## src/rtl/mult32_seq_pkg.sv

```systemverilog
// Shared definitions for the sequential 32x32 multiplier: FSM encoding,
// ALU operation codes and the iteration count.
package mult32_seq_pkg;

  typedef enum logic [1:0] {
    IDLE = 2'd0,
    CALC = 2'd1,
    DONE = 2'd2
  } state_e;

  localparam logic [2:0] ALU_AND = 3'b000;
  localparam logic [2:0] ALU_OR  = 3'b001;
  localparam logic [2:0] ALU_ADD = 3'b010;
  localparam logic [2:0] ALU_XOR = 3'b011;
  localparam logic [2:0] ALU_SUB = 3'b100;
  localparam logic [2:0] ALU_SRA = 3'b101;
  localparam logic [2:0] ALU_SLL = 3'b110;
  localparam logic [2:0] ALU_NOR = 3'b111;

  localparam int ITER  = 32;
  localparam int CNT_W = 5;

endpackage

```

## src/rtl/mult32_seq_alu32.sv

```systemverilog
// 32-bit combinational ALU shared with the rest of the datapath; the
// multiplier only ever drives it with ALU_ADD.
module alu32
  import mult32_seq_pkg::*;
(
  input  logic [31:0] a_i,
  input  logic [31:0] b_i,
  input  logic [2:0]  op_i,
  output logic [31:0] result_o,
  output logic        overflow_o,
  output logic        zero_o
);

  always_comb begin
    result_o   = 32'd0;
    overflow_o = 1'b0;
    case (op_i)
      ALU_AND: result_o = a_i & b_i;
      ALU_OR:  result_o = a_i | b_i;
      ALU_ADD: begin
        result_o   = a_i + b_i;
        overflow_o = (a_i[31] == b_i[31]) && (result_o[31] != a_i[31]);
      end
      ALU_XOR: result_o = a_i ^ b_i;
      ALU_SUB: begin
        result_o   = a_i - b_i;
        overflow_o = (a_i[31] != b_i[31]) && (result_o[31] != a_i[31]);
      end
      ALU_SRA: result_o = $signed(a_i) >>> b_i[4:0];
      ALU_SLL: result_o = a_i << b_i[4:0];
      ALU_NOR: result_o = ~(a_i | b_i);
      default: result_o = 32'd0;
    endcase
  end

  assign zero_o = (result_o == 32'd0);

endmodule

```

## src/rtl/mult32_seq.sv

```systemverilog
// Sequential unsigned 32x32 -> 64 shift-add multiplier: one accumulator bit
// per clock, 32 steps, then a single-cycle done pulse.
module mult32_seq
  import mult32_seq_pkg::*;
(
  input  logic        clk,
  input  logic        reset,
  input  logic        start,
  input  logic [31:0] a,
  input  logic [31:0] b,
  output logic        busy,
  output logic        done,
  output logic [63:0] product,
  output logic        zero
);

  state_e            state_q;
  logic [CNT_W-1:0]  count_q;
  logic [31:0]       mcand_q;
  logic [63:0]       acc_q;
  logic [63:0]       acc_d;
  logic              busy_q;
  logic              done_q;

  logic [31:0]       aluSum;
  logic              unusedAluOverflow;
  logic              unusedAluZero;
  logic [31:0]       stepSum;
  logic              stepCarry;

  alu32 u_alu (
    .a_i        (acc_q[63:32]),
    .b_i        (mcand_q),
    .op_i       (ALU_ADD),
    .result_o   (aluSum),
    .overflow_o (unusedAluOverflow),
    .zero_o     (unusedAluZero)
  );

  // Carry out of the 32-bit add is rebuilt from the operand and sum MSBs,
  // so the accumulator keeps 33 significant upper bits before shifting.
  always_comb begin
    stepSum   = acc_q[0] ? aluSum : acc_q[63:32];
    stepCarry = acc_q[0] & ((acc_q[63] & mcand_q[31]) |
                            ((acc_q[63] ^ mcand_q[31]) & ~aluSum[31]));
    acc_d     = {stepCarry, stepSum, acc_q[31:1]};
  end

  always_ff @(posedge clk or posedge reset) begin
    if (reset) begin
      state_q <= IDLE;
      count_q <= '0;
      mcand_q <= '0;
      acc_q   <= '0;
      busy_q  <= 1'b0;
      done_q  <= 1'b0;
    end else begin
      case (state_q)
        IDLE: begin
          if (start) begin
            mcand_q <= a;
            acc_q   <= {32'd0, b};
            count_q <= '0;
            busy_q  <= 1'b1;
            state_q <= CALC;
          end
        end
        CALC: begin
          acc_q <= acc_d;
          if (count_q == CNT_W'(ITER - 1)) begin
            busy_q  <= 1'b0;
            done_q  <= 1'b1;
            state_q <= DONE;
          end else begin
            count_q <= count_q + 1'b1;
          end
        end
        DONE: begin
          done_q  <= 1'b0;
          state_q <= IDLE;
        end
        default: begin
          busy_q  <= 1'b0;
          done_q  <= 1'b0;
          state_q <= IDLE;
        end
      endcase
    end
  end

  assign busy    = busy_q;
  assign done    = done_q;
  assign product = acc_q;
  assign zero    = ~|acc_q;

endmodule
```

## config.mk

```make
export PLATFORM = sky130hd
export DESIGN_NAME = mult32_seq
export DESIGN_NICKNAME = d
export VERILOG_FILES = /design/src/rtl/mult32_seq_pkg.sv /design/src/rtl/mult32_seq_alu32.sv /design/src/rtl/mult32_seq.sv
export SDC_FILE = /design/constraint.sdc
export NUM_CORES = 1
export LEC_CHECK = 0
export ABC_AREA = 1
export BUFFER_PORTS_ARGS = -buffer_cell sky130_fd_sc_hd__buf_2
export CORE_ASPECT_RATIO = 1.75
export CORE_UTILIZATION = 60
export DETAILED_ROUTE_END_ITERATION = 16
export GPL_TIMING_DRIVEN = 0
export PLACE_DENSITY = 0.86
export SLEW_MARGIN = 40
export SYNTH_ARGS = -nofsm -noshare
export SYNTH_HDL_FRONTEND = slang
export SYNTH_SLANG_ARGS = --single-unit
```

## constraint.sdc

```tcl
create_clock -name clk -period 9.7 [get_ports clk]
set_input_delay 1.94 -clock clk [delete_from_list [all_inputs] [get_ports clk]]
set_output_delay 1.94 -clock clk [all_outputs]
set_load 0.02 [all_outputs]
```

==> results of run 1 <==
-- power by group --
group          total [uW]  leakage [uW]  switching [uW]  internal [uW]
Clock                 369      0.000142             188            181
Sequential            908       0.00127             247            661
Combinational        2230       0.00317            1480            756
-- critical path: stages (launching register included) --
cell and delay [ns]:
dfrtp_1 0.47, nor4_1 0.58, nand4_1 0.32, nor3b_1 0.29, buf_2 0.21
-- registers in the layout, summed over array words and instances, names as in the netlist --
name and flops:
state_q 2, done 1, product 64, busy 1, mcand_q 32, count_q 5
-- cell usage after synthesis --
library cell,number
xnor2_1,3
clkinv_1,3
nand4_1,7
buf_6,2
o22ai_1,4
nand3b_1,1
o21bai_1,2
a21oi_1,63
a22o_1,2
fa_1,2
a22oi_1,1
nor4_1,16
nand3_1,46
buf_1,7
nand2_1,403
buf_2,7
nand3_2,1
nor2_1,114
nor2_2,1
o211ai_1,4
nor3_1,7
clkbuf_1,15
o21ai_0,41
or2_2,1
dfrtp_1,105
buf_4,1
inv_2,7
a21o_1,1
ha_1,33
nor3b_1,1
xor2_1,10
o21ai_1,18
inv_1,114
nor2_4,2
-- layer usage --
layer  track usage, %  part of all wire [%]  vias to the layer above
li1                 -                     -                     3609
met1            39.12                    35                     3391
met2            67.64                    52                      312
met3            6.792                   6.0                       76
met4            24.86                   6.5                        0
met5                0                     0                        -
-- final timing paths --
check,endpoint,slack (ns),cells past startpoint,start
worst max register to register,product[62],6.89,12,product[49]
max in group asynchronous,mcand_q[4],7.52,3,reset
worst min-delay path,busy,0.49,2,busy
min in group asynchronous,product[6],1.56,2,reset
worst max-delay path,zero,5.53,4,product[48]
worst min register to register,busy,0.49,2,busy
-- stage by stage --
step	std cells	instance area, um2	hold WS [ns]	util, %
floorplan	1045	6930	0.4528	-
global placement	1310	7761	0.4650	69.50
detailed placement	1311	7796	0.4668	69.82
CTS	1327	8088	0.4891	72.43
global route	1327	8088	0.5233	72.43
finish	1328	8090	0.4908	72.45
-- cell type report --
| class | instances | area [um2] |
|---|---|---|
| inverters | 124 | 473.0 |
| repair buffers | 134 | 693.2 |
| diodes | 1 | 2.502 |
| plain buffers | 32 | 147.6 |
| clock buffers | 10 | 229.0 |
| well taps | 132 | 165.2 |
| fillers | 988 | 3077 |
| multi-input cells | 784 | 3690 |
| flip-flops and latches | 105 | 2628 |
| clock inverters | 6 | 62.56 |
-- cells by family after synthesis --
kind of cell | count (synthesis)
and+or+nand+nor | 600
buffers and inverters | 156
AOI/OAI and AO/OA | 136
DFF | 105
adders and majority gates | 35
xor gates and xnor gates | 13
==> flow_summary_export.csv, run 1 <==
group,metric,value,unit
yosys,synth_xor_area_share,1.643,%
drt,drt-pass1-iter-count,5,
yosys,ys_seq_area_share,37.91,%
drt,routed_wl,22000,um
worst_setup_path,cp.arrival,2.23,ns
clock_network,postCtsSetupBuffers,0,
sta,tns,0,ns
place,pre_cts_ws,6.031,ns
sta,setup_viol_count_final,0,
hold_path,hold_class,"flip-flop to flip-flop",
grt,grt_pass1_vias,6915,
yosys,syn-num-nets,1147,
yosys,syn_area_per_cell,6.632,um2
floorplanning,pin_count,134,
yosys,synth-seq-cells,105,
floorplanning,rows,51,
drt,drtIter0Drc,484,
worst_setup_path,crit_required,7.76,ns
sta,finalCritPeriodShare,42.94,%
clock_network,cts_buffers,9,
clock_network,root_buffer,"clkbuf_16",
cells_and_area,final_layout_size_suffix_gt1_share,14.39,%
power_and_ir_drop,power_density,433.9,nW/um2
outcome,status,"finished clean",
clock_network,cts_hold_buf,0,
yosys,ys_types,34,
drt,vias,7388,
worst_setup_path,critPathKind,"flip-flop to primary output",
job,maxCapViolations,0,
power_and_ir_drop,p_leak,0.004588,uW
clock_network,cts.path.max_buffers,2,
yosys,synth_fa_ha_area_share,6.535,%
worst_setup_path,critPathCaptureType,"primary output",
sta,fmax,240.1,MHz
sta,rsz0062_at_grt,"no",
power_and_ir_drop,vdd_drop_max,0.2679,mV
clock_network,clk_pin_slew,0.08,ns
grt,grt_pass1_wl,34340,um
cells_and_area,layout_commonest_cell,"nand2_1",
worst_setup_path,crit_path_start_kind,"flip-flop",
floorplanning,design.die.area,12000,um2
yosys,synthCells,1045,
yosys,syn_area,6930,um2
yosys,synth_top_area_share,37.91,%
floorplanning,fp.dieW,83.24,um
sta,period_minus_slack,4.165,ns
grt,grt_max_degree,66,
grt,antenna_found_initial,0,
sta,slew_violations,0,
sta,post-route-worst-setup-slack,5.535,ns
worst_setup_path,crit_fanout,5,
grt,grt_usage,37.24,%
yosys,synth_top_family_by_area,"simple AND/OR/NAND/NOR gates",
sta,finalHoldViolCount,0,
clock_network,cts.sink_count,105,
grt,grt-ovfl-total,0,
cells_and_area,syn2layout_area_growth,16.74,%
yosys,synth.area.mux_share,0,%
floorplanning,die_y,144.2,um
sta,maxSlewHeadroom,55.35,%
place,io_buffers,133,
place,dp_hpwl,16950,um
drt,drc,0,
cells_and_area,layout.nets,1292,
power_and_ir_drop,p_total,3510,uW
sta,worst_pin_slew,0.6698,ns
floorplanning,initial_utilization,62.06,%
drt,vias_per_cell,5.563,
floorplanning,coreArea,11170,um2
place,place_congestion,0.9793,
yosys,ys_top_cells_by_area,"dfrtp_1, nand2_1, inv_1, nor2_1, ha_1",
drt,wire_per_inst,16.57,um
drt,drtAntennaViolNets,0,
sta,clock_skew,0.01161,ns
yosys,yosysTopAreaCell,"dfrtp_1",
clock_network,clk_latency,0.36,ns
yosys,synth-compound-area-share,10.29,%
yosys,ys.warnings.count,0,
clock_network,htreeDepth,3,
clock_network,cts_tree,"yes",
yosys,synth-simple-area-share,34.77,%
clock_network,cts_resized,0,
cells_and_area,final_cell_mix,"nand2_1, buf_2, nor2_1",
(Power assumes the default switching activity.)
==> run 2: changes to the inputs <==
Settings changed: CORE_UTILIZATION 60 to 56, PLACE_DENSITY 0.86 to 0.81.
Clock period 9.7 ns to 4.2 ns, I/O delays scaled along.
==> run 2 against run 1 <==
  * Combinational power grew 130%
  * Final cell count rose by 2.3%
  * Clock skew is 0.0036 ns lower
  * Largest cell class unchanged
  * Highest routed layer unchanged
==> flow_summary_export.csv, run 2 (synthesized netlist as in run 1, its figures left out) <==
group,metric,value,unit
floorplanning,initial_utilization,57.74,%
sta,clock_skew,0.008041,ns
floorplanning,design.die.area,12840,um2
cells_and_area,layout_commonest_cell,"nand2_1",
cells_and_area,final_area,8140,um2
power_and_ir_drop,power_density,1003,nW/um2
sta,maxSlewHeadroom,54.37,%
power_and_ir_drop,p_leak,0.004595,uW
cells_and_area,nFillCells,1103,
drt,drtAntennaViolNets,0,
cells_and_area,multi_input_area,3690,um2
drt,drc,0,
clock_network,clk_pin_slew,0.08,ns
clock_network,cts_buffers,9,
floorplanning,pin_count,134,
worst_setup_path,crit_path_start_kind,"flip-flop",
place,dp_hpwl,17480,um
place,io_buffers,133,
clock_network,cts_tree,"yes",
clock_network,cts_hold_buf,0,
clock_network,cts.path.max_buffers,2,
outcome,status,"finished clean",
grt,grt_pass1_vias,7108,
cells_and_area,final_cell_mix,"nand2_1, buf_2, nor2_1",
worst_setup_path,critPathKind,"flip-flop to flip-flop",
cells_and_area,seqCellArea,2628,um2
clock_network,cts_resized,0,
worst_setup_path,cp.arrival,3.35,ns
cells_and_area,syn2layout_area_growth,17.46,%
sta,hold_slack,0.4672,ns
sta,period_minus_slack,3.142,ns
sta,finalCritPeriodShare,74.81,%
hold_path,hold_class,"input pin to async pin",
place,placed_cell_area,7838,um2
floorplanning,die_y,149.2,um
grt,antenna_found_initial,0,
grt,grt_pass1_wl,34750,um
clock_network,root_buffer,"clkbuf_16",
cells_and_area,antennaDiodeCount,0,
job,maxCapViolations,0,
cells_and_area,final_layout_size_suffix_gt1_share,14.41,%
worst_setup_path,crit_required,4.41,ns
drt,drt-pass1-iter-count,7,
sta,worst_pin_slew,0.6845,ns
cells_and_area,largest_reg_flops,64,
sta,rsz0062_at_grt,"no",
floorplanning,rows,53,
floorplanning,fp.dieW,86.10,um
worst_setup_path,crit_fanout,5,
clock_network,postCtsSetupBuffers,0,
power_and_ir_drop,vdd_drop_max,0.5286,mV
grt,grt_max_degree,67,
sta,finalHoldViolCount,0,
drt,vias_per_cell,5.344,
sta,slew_violations,0,
clock_network,cts.sink_count,105,
drt,wire_per_inst,16.33,um
place,place_congestion,0.9801,
floorplanning,coreArea,12000,um2
drt,vias,7263,
power_and_ir_drop,p_total,8165,uW
grt,grt_usage,35.86,%
worst_setup_path,critPathCaptureType,"flip-flop",
clock_network,clk_latency,0.35,ns
drt,routed_wl,22190,um
clock_network,htreeDepth,3,
grt,grt-ovfl-total,0,
sta,tns,0,ns
drt,drtIter0Drc,379,
sta,setup_viol_count_final,0,
cells_and_area,layout.nets,1292,
sta,fmax,318.3,MHz
==> run 2: worst max-delay path: stages (launching register included) <==
cell,delay (ns)
dfrtp_1,0.44
ha_1,0.39
nand2_1,0.27
nor2_1,0.09
nor2_1,0.25
nand2_1,0.09
a21oi_1,0.46
nand2_1,0.15
nand2_1,0.09
nand3_1,0.08
fa_1,0.45
a21oi_1,0.15
o22ai_1,0.08
==> run 2: where the power goes <==
| part | switching [uW] | internal, uW |
|---|---|---|
| Combinational | 3430 | 1750 |
| Clock | 405 | 469 |
| Sequential | 583 | 1530 |
==> run 2: per-stage QoR <==
step	setup WS [ns]	cells	util (%)
after floorplan	0.5995	1045	-
after global placement	-0.6510	1343	65.01
after detailed placement	1.257	1344	65.30
after CTS	1.212	1359	67.82
after global routing	0.9177	1359	67.82
final	1.058	1359	67.82
==> run 2: final timing paths <==
| check | start | endpoint | slack [ns] | cells after the start |
|---|---|---|---|---|
| worst max-delay path | product[58] | product[62] | 1.06 | 12 |
| worst min-delay path | reset | product[7] | 0.47 | 2 |
| worst max register to register | product[58] | product[62] | 1.06 | 12 |
| worst min register to register | busy | busy | 0.48 | 2 |
| max in group asynchronous | reset | product[34] | 3.10 | 3 |
| min in group clk | busy | busy | 0.48 | 2 |
==> run 2: layout make-up <==
class	instances	area share (%)
repair buffers	134	8.515
multi-input cells	784	45.33
plain buffers	32	1.814
clock buffers	9	2.767
well taps	165	2.536
clock inverters	6	0.9530
inverters	124	5.810
flip-flops and latches	105	32.28
==> run 2: layer usage <==
| metal | up-vias | wire [um] | GRT usage [%] |
|---|---|---|---|
| met5 | - | 0 | 0 |
| met4 | 0 | 1662 | 26.33 |
| met3 | 92 | 1116 | 6.309 |
| met2 | 265 | 11710 | 65.40 |
| met1 | 3315 | 7700 | 35.53 |
| li1 | 3591 | - | - |
==> run 3: changes to the inputs <==
Clock period 4.2 ns to 3.08 ns, I/O delays scaled along.
==> run 3 against run 2 <==
  * Via count is 1.2% higher
  * Clock-buffer cell count grew 1
  * Hold slack worse by 0.22 ns
  * Utilization rose by 1.0 points
  * Die area stayed put
  * Final cell count up 0.44%
  * Total power is 38% higher
==> flow_summary_export.csv, run 3 (synthesized netlist as in run 1, its figures left out) <==
group,metric,value,unit
power_and_ir_drop,vdd_drop_max,0.6764,mV
grt,grt_pass1_wl,34930,um
sta,clock_skew,0.01065,ns
clock_network,cts_hold_buf,0,
sta,fmax,343.9,MHz
worst_setup_path,r2r-start,"product[58]",
cells_and_area,final_cell_mix,"nand2_1, buf_2, nor2_1",
place,dp_hpwl,17810,um
clock_network,cts.path.max_buffers,2,
worst_setup_path,cp_slowest_stage_delay,0.45,ns
drt,top_layer,"met4",
grt,grt-ovfl-total,0,
floorplanning,rows,53,
clock_network,cts_buffers,9,
cells_and_area,largest_reg_flops,64,
worst_setup_path,ff2ff_path_depth,12,
sta,period_minus_slack,2.908,ns
clock_network,clk_pin_slew,0.08,ns
cells_and_area,layout.nets,1296,
cells_and_area,utilization,68.82,%
job,maxCapViolations,0,
worst_setup_path,startpoint,"product[58]",
clock_network,root_buffer,"clkbuf_16",
drt,drc,0,
floorplanning,die_y,149.2,um
cells_and_area,instances_no_fill,1365,
place,place_congestion,1.031,
sta,tns,0,ns
cells_and_area,final_area,8260,um2
worst_setup_path,crit_path_start_kind,"flip-flop",
sta,setup_viol_count_final,0,
cells_and_area,layout_commonest_cell,"nand2_1",
floorplanning,initial_utilization,57.74,%
drt,vias_per_cell,5.386,
clock_network,cts.sink_count,105,
drt,vias,7352,
grt,grt_max_degree,25,
worst_setup_path,crit_path_frequent_cell,"nand2_1",
clock_network,clk_latency,0.36,ns
place,dpl.cell_count,1348,
worst_setup_path,cp.arrival,3.12,ns
worst_setup_path,critPathKind,"flip-flop to flip-flop",
grt,grt_pass1_vias,7120,
outcome,status,"finished clean",
sta,finalHoldViolCount,0,
clock_network,htreeDepth,3,
place,io_buffers,133,
floorplanning,pin_count,134,
hold_path,hold_class,"input pin to async pin",
drt,met3_length,1157,um
floorplanning,design.die.area,12840,um2
worst_setup_path,reg2reg_setup_slack,0.17,ns
clock_network,postCtsSetupBuffers,0,
drt,met1_length,7773,um
floorplanning,coreArea,12000,um2
sta,worst_pin_slew,0.7716,ns
sta,slew_violations,0,
worst_setup_path,reg2reg_to,"product[62]",
worst_setup_path,crit_required,3.30,ns
grt,antenna_found_initial,0,
worst_setup_path,crit_fanout,5,
cells_and_area,syn2layout_area_growth,19.19,%
place,placed_cell_area,7931,um2
sta,finalCritPeriodShare,94.41,%
cells_and_area,final_layout_size_suffix_gt1_share,14.85,%
power_and_ir_drop,p_leak,0.004645,uW
worst_setup_path,path_cells,"ha_1, a21oi_1, inv_1, nor2_1, nand2_1, a21oi_2, nand2_1, nand2_1, nand3_1, fa_1, a21oi_1, o22ai_1",
floorplanning,fp.dieW,86.10,um
drt,routed_wl,22510,um
grt,grt_usage,36.08,%
worst_setup_path,cp_slowest_cell,"fa_1",
drt,drtAntennaViolNets,0,
drt,drt-pass1-iter-count,5,
sta,rsz0062_at_grt,"no",
sta,maxSlewHeadroom,48.09,%
drt,wl_met2,11890,um
worst_setup_path,critPathCaptureType,"flip-flop",
drt,drtIter0Drc,382,
clock_network,cts_tree,"yes",
drt,wire_per_inst,16.49,um
power_and_ir_drop,power_density,1361,nW/um2
-- run 3: changes by cell type in the layout (fill, tap and decap cells not counted) --
cell,before,now
buf_16,1,4
a21oi_1,63,62
a21oi_2,0,1
buf_8,0,1
clkbuf_8,0,1
clkinv_2,1,0
clkinvlp_4,0,1
diode_2,0,1
-- run 3: area by class of cell --
class,count,area (um2)
multi-input cells,784,3694
fillers,1111,3742
inverters,124,469.2
repair buffers,138,790.8
diodes,1,2.502
plain buffers,32,147.6
clock inverters,6,83.83
clock buffers,10,239.0
flip-flops and latches,105,2628
well taps,165,206.4
-- run 3: how the worst max path moves through the flow --
stage                             end  slack, ns  depth (start not counted)
after floorplan           product[62]       0.72                         12
after global placement    product[62]       0.17                         12
after detailed placement  product[62]       0.16                         12
after CTS                 product[62]       0.13                         12
after global routing      product[62]       0.04                         12
final                     product[62]       0.17                         12
-- run 3: metal layers --
layer / vias up / GRT usage (%)
li1: 3613 / -
met1: 3362 / 35.61
met2: 284 / 66.63
met3: 93 / 5.755
met4: 0 / 26.00
met5: - / 0
-- run 3: power breakdown --
group | internal [uW] | switching (uW)
combinational | 2400 | 4710
clock | 674 | 590
sequential | 2080 | 783
total | 5150 | 6090
-- run 3: what timing repair did --
item / in CTS / in global routing
endpoints found under the setup margin: 0 / 1
hold endpoints to repair: 0 / 0
gates resized for setup: 0 / 1
-- run 3: critical path, delay by kind of cell, from the launching register on --
kind	cells	cell delay, ns
AOI/OAI and AO/OA	4	0.72
adders and majority gates	2	0.83
buffers and inverters	1	0.08
DFF	1	0.43
and+or+nand+nor	5	0.68
-- run 3: metrics by stage --
| step | setup slack, ns | power [uW] | hold WS (ns) |
|---|---|---|---|
| 5_1_grt | 0.04287 | 12170 | 0.2793 |
| 3_5_place_dp | 0.1612 | 9835 | 0.4633 |
| 6_report | 0.1723 | 11240 | 0.2494 |
| 3_3_place_gp | 0.1712 | 9715 | 0.4612 |
| 2_1_floorplan | 0.7210 | 7686 | 0.4528 |
| 4_1_cts | 0.1327 | 11150 | 0.2572 |
